$ cat config.mk
export PLATFORM = sky130hd
export DESIGN_NAME = writeback_queue_flat
export DESIGN_NICKNAME = d
export VERILOG_FILES = /design/src/rtl/writeback_queue_pkg.sv /design/src/rtl/writeback_queue_if.sv /design/src/rtl/writeback_queue_fwd_match.sv /design/src/rtl/writeback_queue.sv /design/src/flat_wrapper.sv
export SDC_FILE = /design/constraint.sdc
export NUM_CORES = 1
export LEC_CHECK = 0
export BUFFER_PORTS_ARGS = -buffer_cell sky130_fd_sc_hd__buf_2
export CORE_ASPECT_RATIO = 1.2
export CORE_UTILIZATION = 50
export CTS_CLUSTER_SIZE = 16
export DETAILED_ROUTE_END_ITERATION = 10
export PLACE_DENSITY = 0.82
export REMOVE_ABC_BUFFERS = 1
export SLEW_MARGIN = 30
export SYNTH_ARGS = -nofsm -noshare
export SYNTH_HDL_FRONTEND = slang
export SYNTH_SLANG_ARGS = --single-unit
$ cat constraint.sdc
create_clock -name clk -period 7.2 [get_ports clk]
set_clock_uncertainty 0.2 [all_clocks]
set_input_delay 1.44 -clock clk [delete_from_list [all_inputs] [get_ports clk]]
set_output_delay 1.44 -clock clk [all_outputs]
set_load 0.01 [all_outputs]
$ cat src/rtl/writeback_queue_pkg.sv
// rtl/writeback_queue_pkg.sv - shared widths, PC register index and queue entry type
package writeback_queue_pkg;

    localparam int DATA_W = 16;
    localparam int ADDR_W = 4;
    localparam logic [ADDR_W-1:0] PC_REG = 4'd15;

    typedef struct packed {
        logic [ADDR_W-1:0] addr;
        logic [DATA_W-1:0] data;
    } wb_entry_t;

endpackage

$ cat src/rtl/writeback_queue_if.sv
// rtl/writeback_queue_if.sv - execute-stage result handshake into the writeback queue
interface writeback_queue_if;
    import writeback_queue_pkg::*;

    logic              result_valid;
    logic              result_ready;
    logic [ADDR_W-1:0] result_addr;
    logic [DATA_W-1:0] result_data;

    modport master (
        output result_valid,
        output result_addr,
        output result_data,
        input  result_ready
    );

    modport slave (
        input  result_valid,
        input  result_addr,
        input  result_data,
        output result_ready
    );

endinterface

$ cat src/rtl/writeback_queue_fwd_match.sv
// rtl/writeback_queue_fwd_match.sv - newest-wins match of one read address over queued results
module wb_fwd_match
    import writeback_queue_pkg::*;
#(
    parameter int DEPTH = 4
) (
    input  wb_entry_t                 entries_i [DEPTH],
    input  logic [$clog2(DEPTH)-1:0]  rd_ptr_i,
    input  logic [$clog2(DEPTH):0]    count_i,
    input  logic                      enable_i,
    input  logic [ADDR_W-1:0]         lookup_addr_i,
    output logic                      hit_o,
    output logic [DATA_W-1:0]         data_o
);

    localparam int PTR_W = $clog2(DEPTH);
    localparam int CNT_W = PTR_W + 1;

    logic [PTR_W-1:0] idx;

    // Walk from the head towards the tail; later (newer) matches overwrite earlier ones.
    always_comb begin
        hit_o  = 1'b0;
        data_o = '0;
        idx    = '0;
        for (int i = 0; i < DEPTH; i++) begin
            idx = rd_ptr_i + PTR_W'(i);
            if (enable_i && (lookup_addr_i != PC_REG) && (CNT_W'(i) < count_i) &&
                (entries_i[idx].addr == lookup_addr_i)) begin
                hit_o  = 1'b1;
                data_o = entries_i[idx].data;
            end
        end
    end

endmodule

$ cat src/rtl/writeback_queue.sv
// rtl/writeback_queue.sv - buffers execute results and drives the regfile write port / PC update
module writeback_queue
    import writeback_queue_pkg::*;
#(
    parameter int DEPTH = 4
) (
    input  logic                      clk,
    input  logic                      reset,
    writeback_queue_if.slave          res,
    input  logic                      wb_stall,
    output logic                      we3,
    output logic [ADDR_W-1:0]         wa3,
    output logic [DATA_W-1:0]         wd3,
    output logic                      pc_write_valid,
    output logic [DATA_W-1:0]         pc_write_data,
    input  logic [ADDR_W-1:0]         lookup_addr1,
    input  logic [ADDR_W-1:0]         lookup_addr2,
    output logic                      fwd_hit1,
    output logic [DATA_W-1:0]         fwd_data1,
    output logic                      fwd_hit2,
    output logic [DATA_W-1:0]         fwd_data2,
    output logic [$clog2(DEPTH):0]    pending_count
);

    localparam int PTR_W = $clog2(DEPTH);
    localparam int CNT_W = PTR_W + 1;

    wb_entry_t        entry_q [DEPTH];
    wb_entry_t        head;
    logic [PTR_W-1:0] wr_ptr_q, wr_ptr_d;
    logic [PTR_W-1:0] rd_ptr_q, rd_ptr_d;
    logic [CNT_W-1:0] count_q, count_d;
    logic             push;
    logic             pop;

    // While reset is held the queue looks empty and idle, so nothing reaches the regfile.
    assign res.result_ready = reset || (count_q != CNT_W'(DEPTH));
    assign push             = res.result_valid && (count_q != CNT_W'(DEPTH));
    assign pop              = !reset && (count_q != '0) && !wb_stall;
    assign head             = entry_q[rd_ptr_q];
    assign pending_count    = count_q;

    always_comb begin
        wr_ptr_d = wr_ptr_q;
        rd_ptr_d = rd_ptr_q;
        count_d  = count_q;
        if (push) begin
            wr_ptr_d = wr_ptr_q + PTR_W'(1);
        end
        if (pop) begin
            rd_ptr_d = rd_ptr_q + PTR_W'(1);
        end
        count_d = count_q + CNT_W'(push) - CNT_W'(pop);
    end

    always_ff @(posedge clk) begin
        if (reset) begin
            wr_ptr_q <= '0;
            rd_ptr_q <= '0;
            count_q  <= '0;
        end else begin
            wr_ptr_q <= wr_ptr_d;
            rd_ptr_q <= rd_ptr_d;
            count_q  <= count_d;
            if (push) begin
                entry_q[wr_ptr_q] <= '{addr: res.result_addr, data: res.result_data};
            end
        end
    end

    // R15 is the PC: the head is diverted to the PC-update port instead of the regfile.
    always_comb begin
        we3            = 1'b0;
        wa3            = '0;
        wd3            = '0;
        pc_write_valid = 1'b0;
        pc_write_data  = '0;
        if (pop) begin
            if (head.addr == PC_REG) begin
                pc_write_valid = 1'b1;
                pc_write_data  = head.data;
            end else begin
                we3 = 1'b1;
                wa3 = head.addr;
                wd3 = head.data;
            end
        end
    end

    wb_fwd_match #(.DEPTH(DEPTH)) u_fwd1 (
        .entries_i     (entry_q),
        .rd_ptr_i      (rd_ptr_q),
        .count_i       (count_q),
        .enable_i      (!reset),
        .lookup_addr_i (lookup_addr1),
        .hit_o         (fwd_hit1),
        .data_o        (fwd_data1)
    );

    wb_fwd_match #(.DEPTH(DEPTH)) u_fwd2 (
        .entries_i     (entry_q),
        .rd_ptr_i      (rd_ptr_q),
        .count_i       (count_q),
        .enable_i      (!reset),
        .lookup_addr_i (lookup_addr2),
        .hit_o         (fwd_hit2),
        .data_o        (fwd_data2)
    );

endmodule

$ cat src/flat_wrapper.sv
// flat-port wrapper written by rule: the top's interface ports become plain ports
module writeback_queue_flat import writeback_queue_pkg::*;
#(
    parameter int DEPTH = 4
)
  (clk, reset, wb_stall, we3, wa3, wd3, pc_write_valid, pc_write_data, lookup_addr1, lookup_addr2, fwd_hit1, fwd_data1, fwd_hit2, fwd_data2, pending_count, res_result_valid, res_result_addr, res_result_data, res_result_ready);
  writeback_queue_if res_i ();
  input  logic clk;
  input  logic reset;
  input  logic wb_stall;
  output logic we3;
  output logic [ADDR_W-1:0] wa3;
  output logic [DATA_W-1:0] wd3;
  output logic pc_write_valid;
  output logic [DATA_W-1:0] pc_write_data;
  input  logic [ADDR_W-1:0] lookup_addr1;
  input  logic [ADDR_W-1:0] lookup_addr2;
  output logic fwd_hit1;
  output logic [DATA_W-1:0] fwd_data1;
  output logic fwd_hit2;
  output logic [DATA_W-1:0] fwd_data2;
  output logic [$clog2(DEPTH):0] pending_count;
  input wire logic [$bits(res_i.result_valid)-1:0] res_result_valid;
  input wire logic [$bits(res_i.result_addr)-1:0] res_result_addr;
  input wire logic [$bits(res_i.result_data)-1:0] res_result_data;
  output wire logic [$bits(res_i.result_ready)-1:0] res_result_ready;
  assign res_i.result_valid = res_result_valid;
  assign res_i.result_addr = res_result_addr;
  assign res_i.result_data = res_result_data;
  assign res_result_ready = res_i.result_ready;
  writeback_queue #(.DEPTH(DEPTH)) u_core (.clk(clk), .reset(reset), .res(res_i), .wb_stall(wb_stall), .we3(we3), .wa3(wa3), .wd3(wd3), .pc_write_valid(pc_write_valid), .pc_write_data(pc_write_data), .lookup_addr1(lookup_addr1), .lookup_addr2(lookup_addr2), .fwd_hit1(fwd_hit1), .fwd_data1(fwd_data1), .fwd_hit2(fwd_hit2), .fwd_data2(fwd_data2), .pending_count(pending_count));
endmodule
---- Word-level counts from Yosys, hierarchy flattened ----
Index checks and enable logic that the tools add are counted.
word-level totals
  bits in registers ....................... 87
  latch bits .............................. 0
  memory bits (writable) .................. 0
  memory bits (read-only) ................. 0
  input bits .............................. 32
  output and inout bits ................... 76
  logic and storage cells ................. 113
  memories kept ........................... 0
operators by class
  $add $sub $neg .......................... 6
  $mul .................................... 0
  divide/modulo/power cells ............... 0
  magnitude comparators ................... 10
  equality and inequality tests ........... 12
  shift operators ......................... 0
  muxes and demuxes ....................... 41
  bitwise logic cells ..................... 6
  reductions and logical operators ........ 27
operators with widths
  cell                   number
  $mux W16               12
  $mux W20               9
  $bmux W20 S2           4
  $bwmux W80             1
  $demux W20 S2          1
  $eq A4 B4 Y1           8
  $logic_and A1 B1 Y1    22
  $ge A3 B3 Y1 const B   5
  $not A2 Y3             5
  $mux W1                12
  $mux W4                2
  $ne A4 B4 Y1 const B   2
  $lt A1 B3 Y1 const A   2
  $lt A2 B3 Y1 const A   2
  $add A2 B1 Y2 const B  2
  $add A2 B2 Y2 const B  2
  $eq A4 B4 Y1 const B   1
  $add A3 B1 Y3          1
  $lt A3 B1 Y1 const B   1
  $ne A3 B3 Y1 const B   1
  $reduce_bool A3 Y1     1
  $sub A3 B1 Y3          1
  $logic_not A1 Y1       2
  $reduce_and A2 Y1      1
  2 further kinds        2

---- Longest topological paths before layout ----
Gate-level depths: netlist of the first run.
  depth after elaboration ................. 10
  gate-level depth with buffers ........... 10
  mapped depth without buffers ............ 9

---- By module ----
From an unflattened synthesis of the first run, not the netlist that was laid out.
second synthesis, totals
  cells, all modules ...................... 960
  area total of the unflattened synthesis .. 9417.8 µm²
modules (own cells, without submodules)
  module           times used  cells each  area an instance (µm²)  sequential area each (µm²)
  wb_fwd_match     2           374         2826.5                  0.0
  writeback_queue  1           212         3764.9                  2542.4

---- Worst setup path after synthesis of the first run ----
OpenSTA, ideal clock, no wires.
  path kind ............................... input to output
  start point ............................. input port lookup_addr2[2]
  end point ............................... output port fwd_data2[10]
  arrival ................................. 3.155 ns
  required time ........................... 5.560 ns
  setup slack ............................. 2.405 ns
  stages on the path ...................... 9
  buffers on the path ..................... 3
  cell sequence ........................... clkbuf_1 > a41oi_1 > nand2b_1 > nand4b_1 > or2_1 > buf_2 > buf_2 > o221ai_1 > a31o_1
between the ends
  word-level cells in the longest chain between the ends .. 8
  elaborated cells between the ends (all ways) .. 18
  those cells by class .................... 5 x eq/ne; 4 x mux; 9 x reduce/logical
ends and longest elaborated chain
  element                            RTL line                         RTL
  from (decl)                        flat_wrapper.sv:17               input logic [ADDR_W-1:0] lookup_addr2;
  $ne A4 B4 Y1                       writeback_queue_fwd_match.sv:28  if (enable_i && (lookup_addr_i != PC_REG) && (CNT_W'(i) < count_i) &&
  $logic_and A1 B1 Y1 (3 in series)  writeback_queue_fwd_match.sv:28
  $mux W16 (3 in series)             writeback_queue_fwd_match.sv:28
  $mux W16 *                         writeback_queue_fwd_match.sv:28
  to (decl)                          flat_wrapper.sv:21               output logic [DATA_W-1:0] fwd_data2;
Mark *: on every way between the ends. The rest lies on a longest branch, timed or not.

---- Final worst setup path of the first run ----
  start point ............................. register u_core.rd_ptr_q[1]
  end point ............................... output port fwd_data1[8]
between the ends
  word-level cells in the longest chain between the ends .. 10
  elaborated cells between the ends (all ways) .. 31
  those cells by class .................... 3 x add/sub; 4 x eq/ne; 16 x mux; 4 x bitwise; 4 x reduce/logical
ends and longest elaborated chain
  element                                                           RTL line                                                                                           RTL
  from (decl)                                                       writeback_queue.sv:31                                                                              logic [PTR_W-1:0] rd_ptr_q, rd_ptr_d;
  from (signal assigned)                                            writeback_queue.sv:63                                                                              rd_ptr_q <= rd_ptr_d;
  $add A2 B1 Y2 or $not A2 Y3 (tied branches)                       writeback_queue_fwd_match.sv:27, writeback_queue_fwd_match.sv:29, writeback_queue_fwd_match.sv:31
  $not A2 Y3 (implied by the code) or $bmux W20 S2 (tied branches)  writeback_queue_fwd_match.sv:29, writeback_queue_fwd_match.sv:31
  $bmux W20 S2 or $mux W20 (tied branches)                          writeback_queue_fwd_match.sv:29, writeback_queue_fwd_match.sv:31
  $mux W20 (implied by the code)                                    writeback_queue_fwd_match.sv:31                                                                    data_o = entries_i[idx].data;
  $mux W20 (implied by the code) or $eq A4 B4 Y1 (tied branches)    writeback_queue_fwd_match.sv:31, writeback_queue_fwd_match.sv:29
  $eq A4 B4 Y1 or $logic_and A1 B1 Y1 (tied branches)               writeback_queue_fwd_match.sv:29, writeback_queue_fwd_match.sv:28
  $logic_and A1 B1 Y1 or $mux W16 (tied branches)                   writeback_queue_fwd_match.sv:28
  $mux W16 (2 in series)                                            writeback_queue_fwd_match.sv:28
  $mux W16 *                                                        writeback_queue_fwd_match.sv:28
  to (decl)                                                         flat_wrapper.sv:19                                                                                 output logic [DATA_W-1:0] fwd_data1;
Mark *: on every way between the ends. The rest lies on a longest branch, timed or not. The select of a mux whose other input is x is not followed.

==> flow_metrics.tcl, run 1 <==
set metrics [dict create \
    synthCells 642 \
    synth-seq-cells 87 \
    post_drt_wl_per_cell_um 19.6 \
    placedInstanceArea_um2 6840 \
    drv_cap 0 \
    chipHeight_um 125 \
    core.rowCount 44 \
    rsz0062_at_grt "no" \
    nets 753 \
    ant_nets 0 \
    r2r_start "u_core.pending_count[1]" \
    crit_end "fwd_data1[8]" \
    fin_area_um2 7140 \
    synthDistinctLibCells 37 \
    wl_mm 17.3 \
    synth_area_per_cell_um2 9.81 \
    crit_path_top_delay_cell "dfxtp_2" \
    worst_hold_path_type "reg -> reg" \
    cp_top_family "compound AO/OA/AOI/OAI gates" \
    cp.arrival_ps 3980 \
    io_pins 108 \
    syn_area_um2 6300 \
    grt_pass1_wl_mm 27.2 \
    worst_pin_slew_ps 996 \
    grt_usage 0.267 \
    insertion_delay_ps 350 \
    max_freq_mhz 178 \
    gr-total-overflow 0 \
    worstSetupStartpoint "u_core.rd_ptr_q[1]" \
    rr_endpoint "u_core.pending_count[2]" \
    synth_top_area_share 0.381 \
    setup_violations 0 \
    cts_tree "done" \
    synth-edff-count 80 \
    fin_crit_sh 0.781 \
    cts_max_path_buffers 2 \
    fin_util 0.587 \
    worstPathRequired_ps 5560 \
    htree_levels 3 \
    clockRootBuffer "clkbuf_16" \
    leakage_nw 2.72 \
    grt_pass1_vias 5515 \
    drt_iter0_drc 545 \
    cts-resized-gates 0 \
    drive_above_1_share 0.283 \
    holdWs_ps 316 \
    cp_cell_sequence "buf_4 > mux4_2 > xnor2_1 > nand2_1 > o211ai_2 > o221ai_1 > a31o_1 > buf_2" \
    async_flop_share 0 \
    crit_type "reg -> out" \
    routed_via_density 6.24 \
    die_x_um 104 \
    ff2ff_path_depth 9 \
    path_buf_inv 2 \
    yosys.area.top_type "edfxtp_1" \
    fp.coreArea_um2 12200 \
    seq_area_frac_synth 0.404 \
    cts-hold-fix-buffers 0 \
    layout_commonest_cell "nand2_1" \
    crit_path_end_kind "output pin" \
    gp_congestion 0.912 \
    period_needed_ps 5620 \
    synth-main-ff-cell "edfxtp_1" \
    power_density_nw_per_um2 268 \
    finalSetupTns_ps 0 \
    initial_core_util 0.518 \
    grt_max_degree 58 \
    path_depth 8 \
    hold_viol_final 0 \
    ys_top_cells_by_area "edfxtp_1 (38%), nand2_1 (6.7%), mux2_2 (6.6%)" \
    crit_fanout 48 \
    firstDrtPassIters 6 \
    syn2layout_area_growth_pct 13.3 \
    place_hpwl_mm 11.6 \
    cts.clk_slew.worst_paths_ps 70 \
    outcome "completed" \
    portBuffers 107 \
    p_total_mw 1.92 \
    slew_viol_final 0 \
    vias 5494 \
    cp_slowest_stage_delay_ps 930 \
    ir_drop_mv 0.159 \
    dieArea_um2 13100 \
    most-common-layout-cells "nand2_1 (112), buf_2 (107), edfxtp_1 (80), nor2_1 (74), o21ai_0 (68)" \
    cts_made_buffers 9 \
    drcViolationCount 0 \
    slew_headroom 0.334 \
    cts_sinks 87 \
    postCtsSetupBuffers 0 \
    crit_path_start_kind "register" \
    ys_warn_count 0 \
    antenna_found_initial 1 \
    r2r_slack_ps 4370 \
]
how the worst min path moves through the flow:
stage | from | to | slack (ps) | cells after the start
floorplan | u_core.wr_ptr_q[1] | u_core.wr_ptr_q[1] | 260 | 2
global placement | u_core.wr_ptr_q[1] | u_core.wr_ptr_q[1] | 290 | 2
detailed placement | u_core.wr_ptr_q[1] | u_core.wr_ptr_q[1] | 300 | 2
CTS | u_core.wr_ptr_q[1] | u_core.wr_ptr_q[1] | 310 | 2
global route | u_core.wr_ptr_q[1] | u_core.wr_ptr_q[1] | 360 | 2
finish | u_core.wr_ptr_q[1] | u_core.wr_ptr_q[1] | 320 | 2
cells in the mapped netlist, types with 2 or more instances:
cell      count
nand2_1     112
edfxtp_1     80
nor2_1       74
o21ai_0      68
mux2_2       37
mux2i_1      36
o221ai_1     32
clkbuf_1     26
a31o_1       21
xnor2_1      20
mux4_2       16
buf_2        15
xor2_1       15
a31o_2       11
inv_1        11
buf_1         9
ha_1          8
dfxtp_1       7
and2_1        4
buf_4         4
nand4_1       4
or2_1         4
buf_6         3
nand2b_1      3
nand3_1       3
nor4_1        3
a21oi_1       2
a41oi_1       2
nand4b_1      2
nor2_2        2
nor4_4        2
metal layers:
metal,global-route usage,routed length [um],up-vias
met1,0.313,6430,2568
li1,-,-,2492
met4,0.166,811,0
met5,0,0,-
met3,0.0568,1580,69
met2,0.446,8450,365
cells by family (layout without fill, tap and decap cells):
kind of cell	after synthesis	count (layout)	share of synthesized area
other cells	0	2	0
simple gates	215	215	0.145
mux	89	89	0.181
flops	87	87	0.404
xor+xnor	35	35	0.0487
buf+inv	68	143	0.0495
fa+ha+maj	9	9	0.0191
compound gates	139	139	0.154
flip-flops by register name, indices dropped and copies added, names as in the netlist:
signal                flops
u_core.wr_ptr_q           2
u_core.pending_count      3
u_core.rd_ptr_q           2
u_core.entry_q           80
worst reg2reg max path, stage by stage (launching register included):
cell and delay (ps):
dfxtp_1 420, inv_1 110, a311oi_1 740, ha_1 370, inv_1 60, ha_1 120, inv_1 50, fa_1 380
xnor2_1 200, nor2_1 60
report_power, final:
group	total (mW)	leakage, nW	internal, mW	switching, mW
clock	0.457	0.137	0.269	0.188
combinational	0.779	1.80	0.339	0.439
sequential	0.681	0.785	0.598	0.0829
stage by stage:
step	setup WS, ps	std cells
2_1_floorplan	712	585
3_3_place_gp	1940	862
3_5_place_dp	1910	862
4_1_cts	1550	878
5_1_grt	1420	878
6_report	1580	880
layout make-up:
| type | count | area (um2) |
|---|---|---|
| Fill cell | 1001 | 5030 |
| Multi-Input combinational cell | 487 | 3450 |
| Sequential cell | 87 | 2550 |
| Timing Repair Buffer | 116 | 603 |
| Clock buffer | 11 | 233 |
| Tap cell | 161 | 201 |
| Clock inverter | 5 | 58.8 |
| Inverter | 11 | 41.3 |
| Antenna cell | 2 | 5.00 |
Note: power is estimated with default switching activity, not from simulation.
==> run 2, diff against run 1 <==
ABC_AREA = 1   (was not set)
PLACE_DENSITY = 0.81   (was 0.82)
clock period = 5.5 ns   (was 7.2 ns; I/O delays follow)
==> flow_metrics.tcl, run 2 <==
set metrics [dict create \
    outcome "completed" \
    grt_usage 0.284 \
    fp.coreArea_um2 14500 \
    rsz0062_at_grt "no" \
    cts-hold-fix-buffers 0 \
    worstSetupStartpoint "u_core.rd_ptr_q[0]" \
    top_register "u_core.entry_q" \
    ys_top_cells_by_area "edfxtp_1 (32%), nand2_1 (22%), nand3_1 (7.7%)" \
    initial_core_util 0.514 \
    slew_headroom 0.425 \
    hold_viol_final 0 \
    clockRootBuffer "clkbuf_16" \
    crit_path_end_kind "output pin" \
    synth-main-ff-cell "edfxtp_1" \
    r2r_start "u_core.pending_count[1]" \
    worst_pin_slew_ps 861 \
    largest_reg_flops 80 \
    max_freq_mhz 202 \
    slew_viol_final 0 \
    fin_crit_sh 0.899 \
    dieArea_um2 15400 \
    cts_sinks 87 \
    htree_levels 3 \
    grt_max_degree 46 \
    synth_most_common_cell "nand2_1" \
    drcViolationCount 0 \
    power_density_nw_per_um2 418 \
    io_pins 108 \
    place_hpwl_mm 14.3 \
    cts_made_buffers 9 \
    cts-resized-gates 0 \
    syn_area_um2 7430 \
    drv_cap 0 \
    nets 1227 \
    synth-seq-cells 87 \
    finalSetupTns_ps 0 \
    crit_path_start_kind "register" \
    seq_area_frac_synth 0.342 \
    insertion_delay_ps 360 \
    syn2layout_area_growth_pct 10.9 \
    most-common-layout-cells "nand2_1 (444), inv_1 (117), nand3_1 (115), buf_2 (107), o21ai_0 (105)" \
    cts.clk_slew.worst_paths_ps 70 \
    worst_hold_path_type "reg -> reg" \
    chipHeight_um 136 \
    gr-total-overflow 0 \
    vias 7481 \
    fin_area_um2 8240 \
    firstDrtPassIters 5 \
    leakage_nw 4.21 \
    drt_iter0_drc 710 \
    cts_max_path_buffers 2 \
    die_x_um 113 \
    period_needed_ps 4950 \
    antenna_found_initial 0 \
    synth_area_per_cell_um2 6.63 \
    crit_fanout 40 \
    drive_above_1_share 0.148 \
    portBuffers 107 \
    ys_warn_count 0 \
    cp.arrival_ps 3650 \
    ir_drop_mv 0.227 \
    grt_pass1_wl_mm 33.3 \
    yosys.area.top_type "edfxtp_1" \
    crit_type "reg -> out" \
    holdWs_ps 344 \
    synth_common_cells "nand2_1 (444), inv_1 (117), nand3_1 (115), o21ai_0 (105), edfxtp_1 (80)" \
    antenna_cells 0 \
    post_drt_wl_per_cell_um 15.1 \
    synthCells 1121 \
    ant_nets 0 \
    synthDistinctLibCells 39 \
    layout_commonest_cell "nand2_1" \
    synth-edff-count 80 \
    setup_violations 0 \
    wl_mm 21.0 \
    postCtsSetupBuffers 0 \
    synth_top_area_share 0.323 \
    min_from "u_core.wr_ptr_q[1]" \
    grt_pass1_vias 6587 \
    async_flop_share 0 \
    placedInstanceArea_um2 7910 \
    cts_tree "done" \
    routed_via_density 5.38 \
    core.rowCount 48 \
    p_total_mw 3.44 \
    gp_congestion 0.931 \
    worstPathRequired_ps 4200 \
]
==> run 2: changes by cell type after synthesis, moves of 19 or more <==
cell,before,now
a31o_1,21,0
inv_1,11,117
mux2_2,37,0
mux2i_1,36,16
nand2_1,112,444
nand3_1,3,115
nand4_1,4,35
o21ai_0,68,105
o221ai_1,32,0
xnor2_1,20,1
==> run 2: cell families after synthesis <==
logic type,share of synthesized area
buf+inv,0.115
flops,0.342
mux,0.0215
compound gates,0.0826
fa+ha+maj,0.0162
simple gates,0.417
xor+xnor,0.00572
==> run 2: final timing paths <==
kind	to	slack [ps]	cells past startpoint
max reg2reg	u_core.pending_count[2]	2940	9
min reg2reg	u_core.wr_ptr_q[1]	340	2
min	u_core.wr_ptr_q[1]	340	2
max	fwd_data2[6]	550	14
==> run 2: final cells by class <==
| type | instances | area, um2 |
|---|---|---|
| Clock inverter | 7 | 111 |
| Clock buffer | 9 | 225 |
| Timing Repair Buffer | 117 | 611 |
| Sequential cell | 87 | 2550 |
| Inverter | 121 | 454 |
| Tap cell | 200 | 250 |
| Fill cell | 1383 | 6230 |
| Multi-Input combinational cell | 850 | 4050 |
==> run 2: per-stage QoR <==
step,worst slack [ps],std cells,utilization
finish,555,1391,0.570
global route,231,1391,0.570
CTS,580,1391,0.570
detailed placement,964,1375,0.546
global placement,986,1375,0.546
floorplan,-808,1058,-
==> run 2: per-layer routing <==
metal,vias to the layer above,global-route usage,wire length (um)
met1,3340,0.362,8600
met5,-,0,0
met4,0,0.124,628
li1,3755,-,-
met2,345,0.479,9990
met3,41,0.0425,1750
==> run 2: power breakdown <==
part	internal [mW]	switching (mW)
Sequential	0.779	0.0581
Combinational	0.526	1.39
Clock	0.440	0.254
==> run 2: critical path, cell delays in order (launching register included) <==
cell	delay, ps
dfxtp_4	450
inv_2	470
nand2_1	130
nand2_2	530
nand2_1	180
nand3_1	130
nand2_1	90
nor2_4	400
nand3_4	310
nand2_1	150
nand2_1	60
nand2_1	60
nand2_1	60
nand2_1	90
buf_2	140
==> run 3, diff against run 2 <==
ABC_AREA = 0   (was 1)
PLACE_DENSITY = 0.82   (was 0.81)
SLEW_MARGIN = 25   (was 30)
==> flow_metrics.tcl, run 3 (synthesis gave the netlist of run 1 again) <==
set metrics [dict create \
    outcome "completed" \
    top_register "u_core.entry_q" \
    fp.coreArea_um2 12200 \
    fin_crit_sh 0.887 \
    cts_sinks 87 \
    firstDrtPassIters 5 \
    routed_via_density 6.32 \
    m1WireLength_mm 6.66 \
    cp.arrival_ps 3580 \
    r2r_slack_ps 3010 \
    chipHeight_um 125 \
    hold_end "u_core.wr_ptr_q[1]" \
    cts_made_buffers 9 \
    comb_power_share 0.419 \
    dieArea_um2 13100 \
    clkPwrFrac 0.226 \
    cts-hold-fix-buffers 0 \
    setup_violations 0 \
    cell_internal_pwr_mw 1.54 \
    ant_nets 0 \
    crit_type "reg -> out" \
    die_x_um 104 \
    drcViolationCount 0 \
    period_needed_ps 4880 \
    crit_path_end_kind "output pin" \
    gr-total-overflow 0 \
    worst_pin_slew_ps 918 \
    core.rowCount 44 \
    setup_ws_ps 621 \
    p_sw_frac 0.381 \
    grt_pass1_vias 5482 \
    largest_reg_flops 80 \
    fin_util 0.590 \
    grt_pass1_wl_mm 28.2 \
    path_buf_inv 1 \
    cp_cell_sequence "mux4_2 > xnor2_1 > nand2_1 > or2_1 > o221ai_1 > a31o_2 > buf_2" \
    antenna_found_initial 2 \
    cts-resized-gates 0 \
    cts_max_path_buffers 2 \
    place_ws_ps 969 \
    wl_mm 17.9 \
    min_from "u_core.wr_ptr_q[1]" \
    leakage_nw 2.76 \
    dp_cells 870 \
    portBuffers 107 \
    routed-wl-met3_mm 1.69 \
    insertion_delay_ps 340 \
    ir_drop_mv 0.188 \
    grt_max_degree 66 \
    gp_congestion 0.979 \
    vias 5608 \
    htree_levels 3 \
    clockRootBuffer "clkbuf_16" \
    postCtsSetupBuffers 0 \
    hold_path_depth 2 \
    fin_area_um2 7170 \
    post_drt_wl_per_cell_um 20.1 \
    dr_wl_met2_mm 8.81 \
    crit_fanout 51 \
    crit_path_start_kind "register" \
    max_freq_mhz 205 \
    placedInstanceArea_um2 6900 \
    drive_above_1_share 0.292 \
    rsz0062_at_grt "no" \
    worst_hold_path_type "reg -> reg" \
    power_density_nw_per_um2 347 \
    place_hpwl_mm 12.0 \
    grt_usage 0.279 \
    cp_top_family "flip-flops" \
    hold_viol_final 0 \
    finalSetupTns_ps 0 \
    ff2ff_path_depth 10 \
    crit_path_top_delay_cell "dfxtp_4" \
    stdcell_count 887 \
    switching_power_mw 0.949 \
    slew_viol_final 0 \
    top_layer "met5" \
    initial_core_util 0.518 \
    syn2layout_area_growth_pct 13.9 \
    io_pins 108 \
    worstPathRequired_ps 4200 \
    drv_cap 0 \
    cts_tree "done" \
    path_depth 7 \
    seq_power_share 0.355 \
    slew_headroom 0.388 \
    most-common-layout-cells "nand2_1 (112), buf_2 (107), edfxtp_1 (80), nor2_1 (74), o21ai_0 (68)" \
    cts.clk_slew.worst_paths_ps 60 \
    drt_iter0_drc 610 \
    layout_commonest_cell "nand2_1" \
    rr_endpoint "u_core.pending_count[2]" \
    cp_slowest_stage_delay_ps 850 \
    r2r_start "u_core.pending_count[2]" \
    nets 761 \
]
## run 3: cell count changes in the layout (fill, tap and decap cells not counted), moves of 13 or more
cell,change
a31o_1,+21
o21ai_0,-37
nand4_1,-31
nand3_1,-112
mux2_2,+37
mux2i_1,+20
mux4_2,+16
nand2_1,-332
xnor2_1,+19
xor2_1,+13
inv_1,-106
o221ai_1,+32
## run 3: area by class of cell
type,instances,area (um2)
Antenna cell,1,2.50
Clock inverter,7,47.5
Clock buffer,9,225
Sequential cell,87,2550
Fill cell,1011,4990
Inverter,11,41.3
Multi-Input combinational cell,487,3450
Tap cell,161,201
Timing Repair Buffer,124,663
## run 3: routing by layer
| metal | up-vias | track usage |
|---|---|---|
| met3 | 67 | 0.0547 |
| met2 | 347 | 0.475 |
| met1 | 2672 | 0.333 |
| met4 | 2 | 0.144 |
| met5 | - | 0 |
| li1 | 2520 | - |
## run 3: power by group through the flow
stage	Clock [mW]	Sequential [mW]	Combinational [mW]
detailed placement	0	0.896	1.02
global route	0.596	0.894	1.13
finish	0.563	0.883	1.04
CTS	0.567	0.881	1.03
global placement	0	0.886	0.979
floorplan	0	0.913	0.744
## run 3: worst max-delay path by stage
stage                       start            end  slack (ps)
4_1_cts        u_core.rd_ptr_q[0]   fwd_data1[8]         660
6_report       u_core.rd_ptr_q[0]   fwd_data1[0]         620
3_5_place_dp      lookup_addr2[2]   fwd_data2[9]         970
2_1_floorplan  u_core.rd_ptr_q[0]  fwd_data1[14]        -650
3_3_place_gp      lookup_addr2[2]   fwd_data2[4]        1100
5_1_grt        u_core.rd_ptr_q[0]   fwd_data1[8]         450
## run 3: metrics by stage
step / hold slack (ps) / power [mW]
final: 315 / 2.49
after detailed placement: 302 / 1.92
after floorplan: 263 / 1.66
after global placement: 287 / 1.87
after global routing: 341 / 2.62
after CTS: 317 / 2.48
## run 3: worst register-to-register path, delay by kind of cell, from the launching register on
kind                     cells  cell delay (ps)
adder cells (fa/ha/maj)      3              730
flip-flops                   1              440
AO/OA/AOI/OAI                1              350
buffers and inverters        4              440
AND/OR/NAND/NOR              1               50
XOR/XNOR                     1              170
